File: config.mk
export PLATFORM = sky130hd
export DESIGN_NAME = regfile_scan_reader_flat
export DESIGN_NICKNAME = d
export VERILOG_FILES = /design/src/rtl/regfile_scan_reader_pkg.sv /design/src/rtl/regfile_scan_reader_if.sv /design/src/rtl/regfile_scan_reader_scan_addr_counter.sv /design/src/rtl/regfile_scan_reader.sv /design/src/flat_wrapper.sv
export SDC_FILE = /design/constraint.sdc
export NUM_CORES = 1
export LEC_CHECK = 0
export ABC_CLOCK_PERIOD_IN_PS = 2100
export CAP_MARGIN = 5
export CORE_MARGIN = 4
export CORE_UTILIZATION = 40
export DETAILED_ROUTE_END_ITERATION = 12
export PLACE_DENSITY = 0.79
export SYNTH_ARGS = -nofsm -noshare
export SYNTH_HDL_FRONTEND = slang
export SYNTH_HIERARCHICAL = 1
export SYNTH_SLANG_ARGS = --single-unit
File: constraint.sdc
create_clock -name clk -period 2.1 [get_ports clk]
set_input_delay 0.315 -clock clk [delete_from_list [all_inputs] [get_ports clk]]
set_output_delay 0.315 -clock clk [all_outputs]
set_load 0.01 [all_outputs]
File: src/rtl/regfile_scan_reader_pkg.sv
// Shared types and constants for the register-file scan reader.
package regfile_scan_reader_pkg;

  localparam int NUM_REGS  = 16;
  localparam int REG_ADDRW = 4;
  localparam int REG_DATAW = 32;

  typedef enum logic [1:0] {
    IDLE,
    ADDR,
    SEND,
    DONE
  } scan_state_t;

endpackage

File: src/rtl/regfile_scan_reader_if.sv
// Output word stream: valid/ready handshake carrying data, register index and last flag.
interface regfile_scan_reader_if #(
  parameter int DATAWIDTH = 32,
  parameter int ADDRW     = 4
);

  logic                 out_valid;
  logic                 out_ready;
  logic [DATAWIDTH-1:0] out_data;
  logic [ADDRW-1:0]     out_index;
  logic                 out_last;

  modport master (
    output out_valid,
    output out_data,
    output out_index,
    output out_last,
    input  out_ready
  );

  modport slave (
    input  out_valid,
    input  out_data,
    input  out_index,
    input  out_last,
    output out_ready
  );

endinterface

File: src/rtl/regfile_scan_reader_scan_addr_counter.sv
// Loadable modulo-2^ADDRW scan address counter; also holds the end address and flags cur==end.
module scan_addr_counter #(
  parameter int ADDRW = 4
) (
  input  logic             clk,
  input  logic             reset,
  input  logic             load,
  input  logic [ADDRW-1:0] load_first,
  input  logic [ADDRW-1:0] load_last,
  input  logic             inc,
  output logic [ADDRW-1:0] cur,
  output logic             at_end
);

  logic [ADDRW-1:0] end_addr;

  always_ff @(posedge clk) begin
    if (reset) begin
      cur      <= '0;
      end_addr <= '0;
    end else if (load) begin
      cur      <= load_first;
      end_addr <= load_last;
    end else if (inc) begin
      cur      <= cur + 1'b1;
    end
  end

  assign at_end = (cur == end_addr);

endmodule

File: src/rtl/regfile_scan_reader.sv
// Debug read-out engine: walks a (wrapping) register range through one read port and streams each word out.
module regfile_scan_reader
  import regfile_scan_reader_pkg::*;
#(
  parameter int DATAWIDTH = REG_DATAW,
  parameter int ADDRW     = REG_ADDRW
) (
  input  logic                  clk,
  input  logic                  reset,
  input  logic                  start,
  input  logic [ADDRW-1:0]      first_addr,
  input  logic [ADDRW-1:0]      last_addr,
  output logic [ADDRW-1:0]      rf_addr,
  input  logic [DATAWIDTH-1:0]  rf_data,
  output logic                  busy,
  output logic                  done,
  regfile_scan_reader_if.master stream
);

  scan_state_t state, state_next;

  logic                 load;
  logic                 inc;
  logic                 at_end;
  logic                 handshake;
  logic [ADDRW-1:0]     cur;

  logic                 valid_q;
  logic [DATAWIDTH-1:0] data_q;
  logic [ADDRW-1:0]     index_q;
  logic                 last_q;

  scan_addr_counter #(
    .ADDRW (ADDRW)
  ) u_counter (
    .clk        (clk),
    .reset      (reset),
    .load       (load),
    .load_first (first_addr),
    .load_last  (last_addr),
    .inc        (inc),
    .cur        (cur),
    .at_end     (at_end)
  );

  assign handshake = valid_q && stream.out_ready;

  always_ff @(posedge clk) begin
    if (reset) state <= IDLE;
    else       state <= state_next;
  end

  always_comb begin
    state_next = state;
    load       = 1'b0;
    inc        = 1'b0;
    unique case (state)
      IDLE: begin
        if (start) begin
          load       = 1'b1;
          state_next = ADDR;
        end
      end
      ADDR: state_next = SEND;
      SEND: begin
        if (handshake) begin
          if (last_q) begin
            state_next = DONE;
          end else begin
            inc        = 1'b1;
            state_next = ADDR;
          end
        end
      end
      DONE: state_next = IDLE;
      default: state_next = IDLE;
    endcase
  end

  // Capture happens on the ADDR edge; the word then holds until it is accepted.
  always_ff @(posedge clk) begin
    if (reset) begin
      valid_q <= 1'b0;
      data_q  <= '0;
      index_q <= '0;
      last_q  <= 1'b0;
    end else if (state == ADDR) begin
      valid_q <= 1'b1;
      data_q  <= rf_data;
      index_q <= cur;
      last_q  <= at_end;
    end else if (state == SEND && handshake) begin
      valid_q <= 1'b0;
    end
  end

  assign stream.out_valid = valid_q;
  assign stream.out_data  = data_q;
  assign stream.out_index = index_q;
  assign stream.out_last  = last_q;

  assign rf_addr = cur;
  assign busy    = (state != IDLE);
  assign done    = (state == DONE);

endmodule
File: src/flat_wrapper.sv
// flat-port wrapper written by rule: the top's interface ports become plain ports
module regfile_scan_reader_flat import regfile_scan_reader_pkg::*;
#(
  parameter int DATAWIDTH = REG_DATAW,
  parameter int ADDRW     = REG_ADDRW
)
  (clk, reset, start, first_addr, last_addr, rf_addr, rf_data, busy, done, stream_out_valid, stream_out_data, stream_out_index, stream_out_last, stream_out_ready);
  regfile_scan_reader_if #(.DATAWIDTH(DATAWIDTH), .ADDRW(ADDRW)) stream_i ();
  input  logic clk;
  input  logic reset;
  input  logic start;
  input  logic [ADDRW-1:0] first_addr;
  input  logic [ADDRW-1:0] last_addr;
  output logic [ADDRW-1:0] rf_addr;
  input  logic [DATAWIDTH-1:0] rf_data;
  output logic busy;
  output logic done;
  output wire logic [$bits(stream_i.out_valid)-1:0] stream_out_valid;
  output wire logic [$bits(stream_i.out_data)-1:0] stream_out_data;
  output wire logic [$bits(stream_i.out_index)-1:0] stream_out_index;
  output wire logic [$bits(stream_i.out_last)-1:0] stream_out_last;
  input wire logic [$bits(stream_i.out_ready)-1:0] stream_out_ready;
  assign stream_out_valid = stream_i.out_valid;
  assign stream_out_data = stream_i.out_data;
  assign stream_out_index = stream_i.out_index;
  assign stream_out_last = stream_i.out_last;
  assign stream_i.out_ready = stream_out_ready;
  regfile_scan_reader #(.DATAWIDTH(DATAWIDTH), .ADDRW(ADDRW)) u_core (.clk(clk), .reset(reset), .start(start), .first_addr(first_addr), .last_addr(last_addr), .rf_addr(rf_addr), .rf_data(rf_data), .busy(busy), .done(done), .stream(stream_i));
endmodule
==> out/summary.md <==
The flow ran to the end, and the final reports show no timing, DRC or antenna violations. The logs give 0 for the number of max-slew violations in the final report and 0 for the number of antenna violations at the first check in global routing. The run gives 0.00573 sq mm as the die footprint. The setup path with the least slack is of type register to primary output. The Yosys step of the flow raised 6 warnings. Power density over the cells: 724 mW/mm^2. The share of the yosys chip area belonging to registers is 52.4%.

The tree built by TritonCTS fans out to 48 sinks. Among all stages on the critical path, the largest delay is contributed by sky130_fd_sc_hd__clkdlybuf4s50_1. Final hold analysis gives a worst-case slack of 0.455 ns. The min-delay analysis places its worst path in the category register to register.

The logs give 0 for the residual DRC count and 220 for the count of mapped cells out of synthesis. The clock period could shrink to 1.79 ns. In this design, the stage delay of the slowest critical-path cell is 0.48 ns.

For the aggregate global routing overflow, the log shows 0. After detailed placement, the total cell area comes to 0.00273 sq mm. The top fanout value on the critical path is 9, and the average instance area after synthesis is 8.33 sq um.

The tools report the worst clock skew as 0.00490 ns. For the final routed database, the setup TNS stands at 0 ns. The port buffer count works out to 87.

The critical path goes through or2_2 -> clkdlybuf4s50_1. After detailed routing, the average wire length per cell comes to 12.6 um. The run gives 0.29 ns as the clock latency on the worst-skew pair. Ranked by total cell area, the synthesized netlist is headed by sky130_fd_sc_hd__dfxtp_1 (52%), sky130_fd_sc_hd__nand2_1 (15%), sky130_fd_sc_hd__a21oi_1 (11%), sky130_fd_sc_hd__mux2i_1 (3.3%), sky130_fd_sc_hd__xor2_1 (2.4%). Clock-pin slew was measured on the worst setup and hold paths at 0.08 ns.

Counting every net in the synthesized netlist gives 265. The final critical path takes up 85.3% of the cycle. The fraction of post-synthesis cell area in the top cell type by area works out to 52.4%. From bottom edge to top edge, the die measures 75.7 um. At the worst endpoint, the required time is 1.78 ns.

The number of synthesized register bits was 48; the boundary pin count was 88. The clock passes through at most 2 buffers. For this design, the CTS-stage hold fixing added 0 buffers. The chip width was 75.7 um; the maximum number of pins on one net before global-route repair was 31. The maximum clock frequency is 559 MHz. Dividing the detail-routed via count by the number of cells gives 4.70. The worst hold path begins at u_core/stream.out_data[7].

In this run, distinct cell masters in the synthesized netlist total 27. The worst register-to-register path begins at u_core/stream.out_valid. For the total count of hold-check failures in the final report, the log shows 0.

The reported max-cap violation count is 0. The sort of element at the start of the critical path is a register. After detailed routing, the total wire length is 4.51 mm. The first detailed-routing pass took 4 iterations. In this run the core area contains 24 standard-cell rows. The largest total area in the synthesized netlist belongs to sky130_fd_sc_hd__dfxtp_1. The repair_antennas step left the layout with diodes totalling 0.

Once layout is done, the placed cells without fillers occupy 0.00286 sq mm. For the filler cell count, the log shows 402. The total number of H-tree levels is 2.

Setup violations remaining at the end of the flow were counted as 0. Root cell of the clock tree: sky130_fd_sc_hd__clkbuf_8. The count of nets left with antenna violations once routing finished came out at 0. The first global-routing pass estimated 6.82 mm of wire.

The floorplan core area was 0.00438 sq mm. The number of global-route vias before repair was 1,549. For the data arrival time of the worst path, the log shows 1.48 ns. The run gives 15.6% as the total global-route track usage. Of the cells placed in the final design, the portion with a size suffix greater than 1 is 5.54%.

The worst relative slew slack was 65.4%; the CTS buffer count was 5. After synthesis the cells add up to 0.00183 sq mm. The DRC marker count from the first detailed-route iteration is 48.

Once the floorplan was initialized, standard cells occupied 41.8% of the core. The tools report the start point of the critical path as u_core/state[1]. Summed over all cells, the static leakage comes to 1.07 nW. Setup repair after global routing left no endpoint under its margin. Summed over all nets, the half-perimeter wirelength after detailed placement is 3.25 mm. The number of setup buffers added after CTS came out at 0.

The congestion estimate from routability-driven global placement came to 0.689. Detailed routing inserted a total of 1,689 vias. TritonCTS built the clock tree. The synthesis-to-layout area growth works out to 55.8%. The largest vdd supply drop is 0.412 mV. STA classifies the critical path endpoint as a primary output.

For this run, the post-layout net count is 351. At the pin with the least slew margin, the transition time is 0.519 ns. Count of cells resized by post-cts repair: 0.
[stage by stage]
step	util (%)	setup slack [ns]	power [mW]	std cells
final	65.1	0.309	2.07	359
after floorplan	-	0.561	1.18	220
after global placement	62.2	0.214	1.38	351
after CTS	65.1	0.288	2.10	359
after detailed placement	62.2	0.188	1.38	351
after global routing	65.1	0.246	2.16	359
[placed cells by master, fill, tap and decap left out, types with 4 or more instances in the layout]
master                            synthesis  layout
sky130_fd_sc_hd__clkdlybuf4s50_1          0      86
sky130_fd_sc_hd__nand2_1                 75      75
sky130_fd_sc_hd__dfxtp_1                 48      48
sky130_fd_sc_hd__a21oi_1                 40      40
sky130_fd_sc_hd__nor2_1                   8       8
sky130_fd_sc_hd__clkbuf_8                 0       7
sky130_fd_sc_hd__mux2i_1                  6       6
sky130_fd_sc_hd__buf_4                    5       5
sky130_fd_sc_hd__xor2_1                   5       5
sky130_fd_sc_hd__inv_1                    4       4
[logic make-up (layout without fill, tap and decap cells)]
kind of cell,count (synthesis),in the layout,share of synthesized area (%)
AO/OA/AOI/OAI,45,45,12.7
XOR/XNOR,7,7,3.34
adder cells (fa/ha/maj),1,1,0.682
buffers and inverters,18,105,6.01
flip-flops,48,48,52.4
multiplexers,7,7,3.89
AND/OR/NAND/NOR,94,94,21.0
[power breakdown]
part           leakage (nW)  switching, mW  internal, mW
clock                0.0645          0.291         0.420
sequential            0.392         0.0395         0.962
combinational         0.617          0.145         0.210
[final cells by class]
class                   count  area [sq um]  share of cell area (%)
well taps                  52          65.1                    2.28
multi-input cells         154           764                    26.8
repair buffers             93           923                    32.3
flip-flops and latches     48           961                    33.7
clock buffers               7          96.3                    3.37
inverters                   4          15.0                   0.526
clock inverters             1          30.0                    1.05
[flip-flops by register name, summed over array words and instances (netlist names)]
register and flops:
u_core/u_counter/cur 4, u_core/stream.out_valid 1, u_core/stream.out_index 4, u_core/u_counter/end_addr 4, u_core/stream.out_last 1, u_core/state 2
u_core/stream.out_data 32
[worst max-delay path: cells and delay by family (launching register included)]
| kind | cells | cell delay (ns) |
|---|---|---|
| flops | 1 | 0.38 |
| simple gates | 1 | 0.33 |
| buf+inv | 1 | 0.48 |
[metal layers]
| layer | track usage, % | up-vias | share of wire (%) |
|---|---|---|---|
| met5 | 0 | - | 0 |
| met4 | 6.99 | 0 | 0.67 |
| met3 | 3.96 | 4 | 9.3 |
| met2 | 28.1 | 68 | 47 |
| met1 | 17.3 | 736 | 43 |
| li1 | - | 881 | - |
[worst paths after layout]
path,depth (start not counted),endpoint,slack (ns)
worst max-delay path,2,busy,0.31
worst min-delay path,2,u_core/stream.out_data[7],0.46
worst max register to register,6,u_core/u_counter/cur[1],0.59
worst min register to register,2,u_core/stream.out_data[7],0.46
[cell usage after synthesis (all sizes together)]
master   n
nor3b    2
clkbuf   3
o21ai    2
nand2b   1
dfxtp   48
inv      4
ha       1
and2     1
nor2     8
nand3    1
or2      1
nor2b    1
nor4     1
buf     11
xor2     5
nand3b   2
o21a     2
xnor2    2
a211oi   1
nand4    1
nand2   75
mux2     1
a21oi   40
mux2i    6
Note: power is estimated with default switching activity, not from simulation.
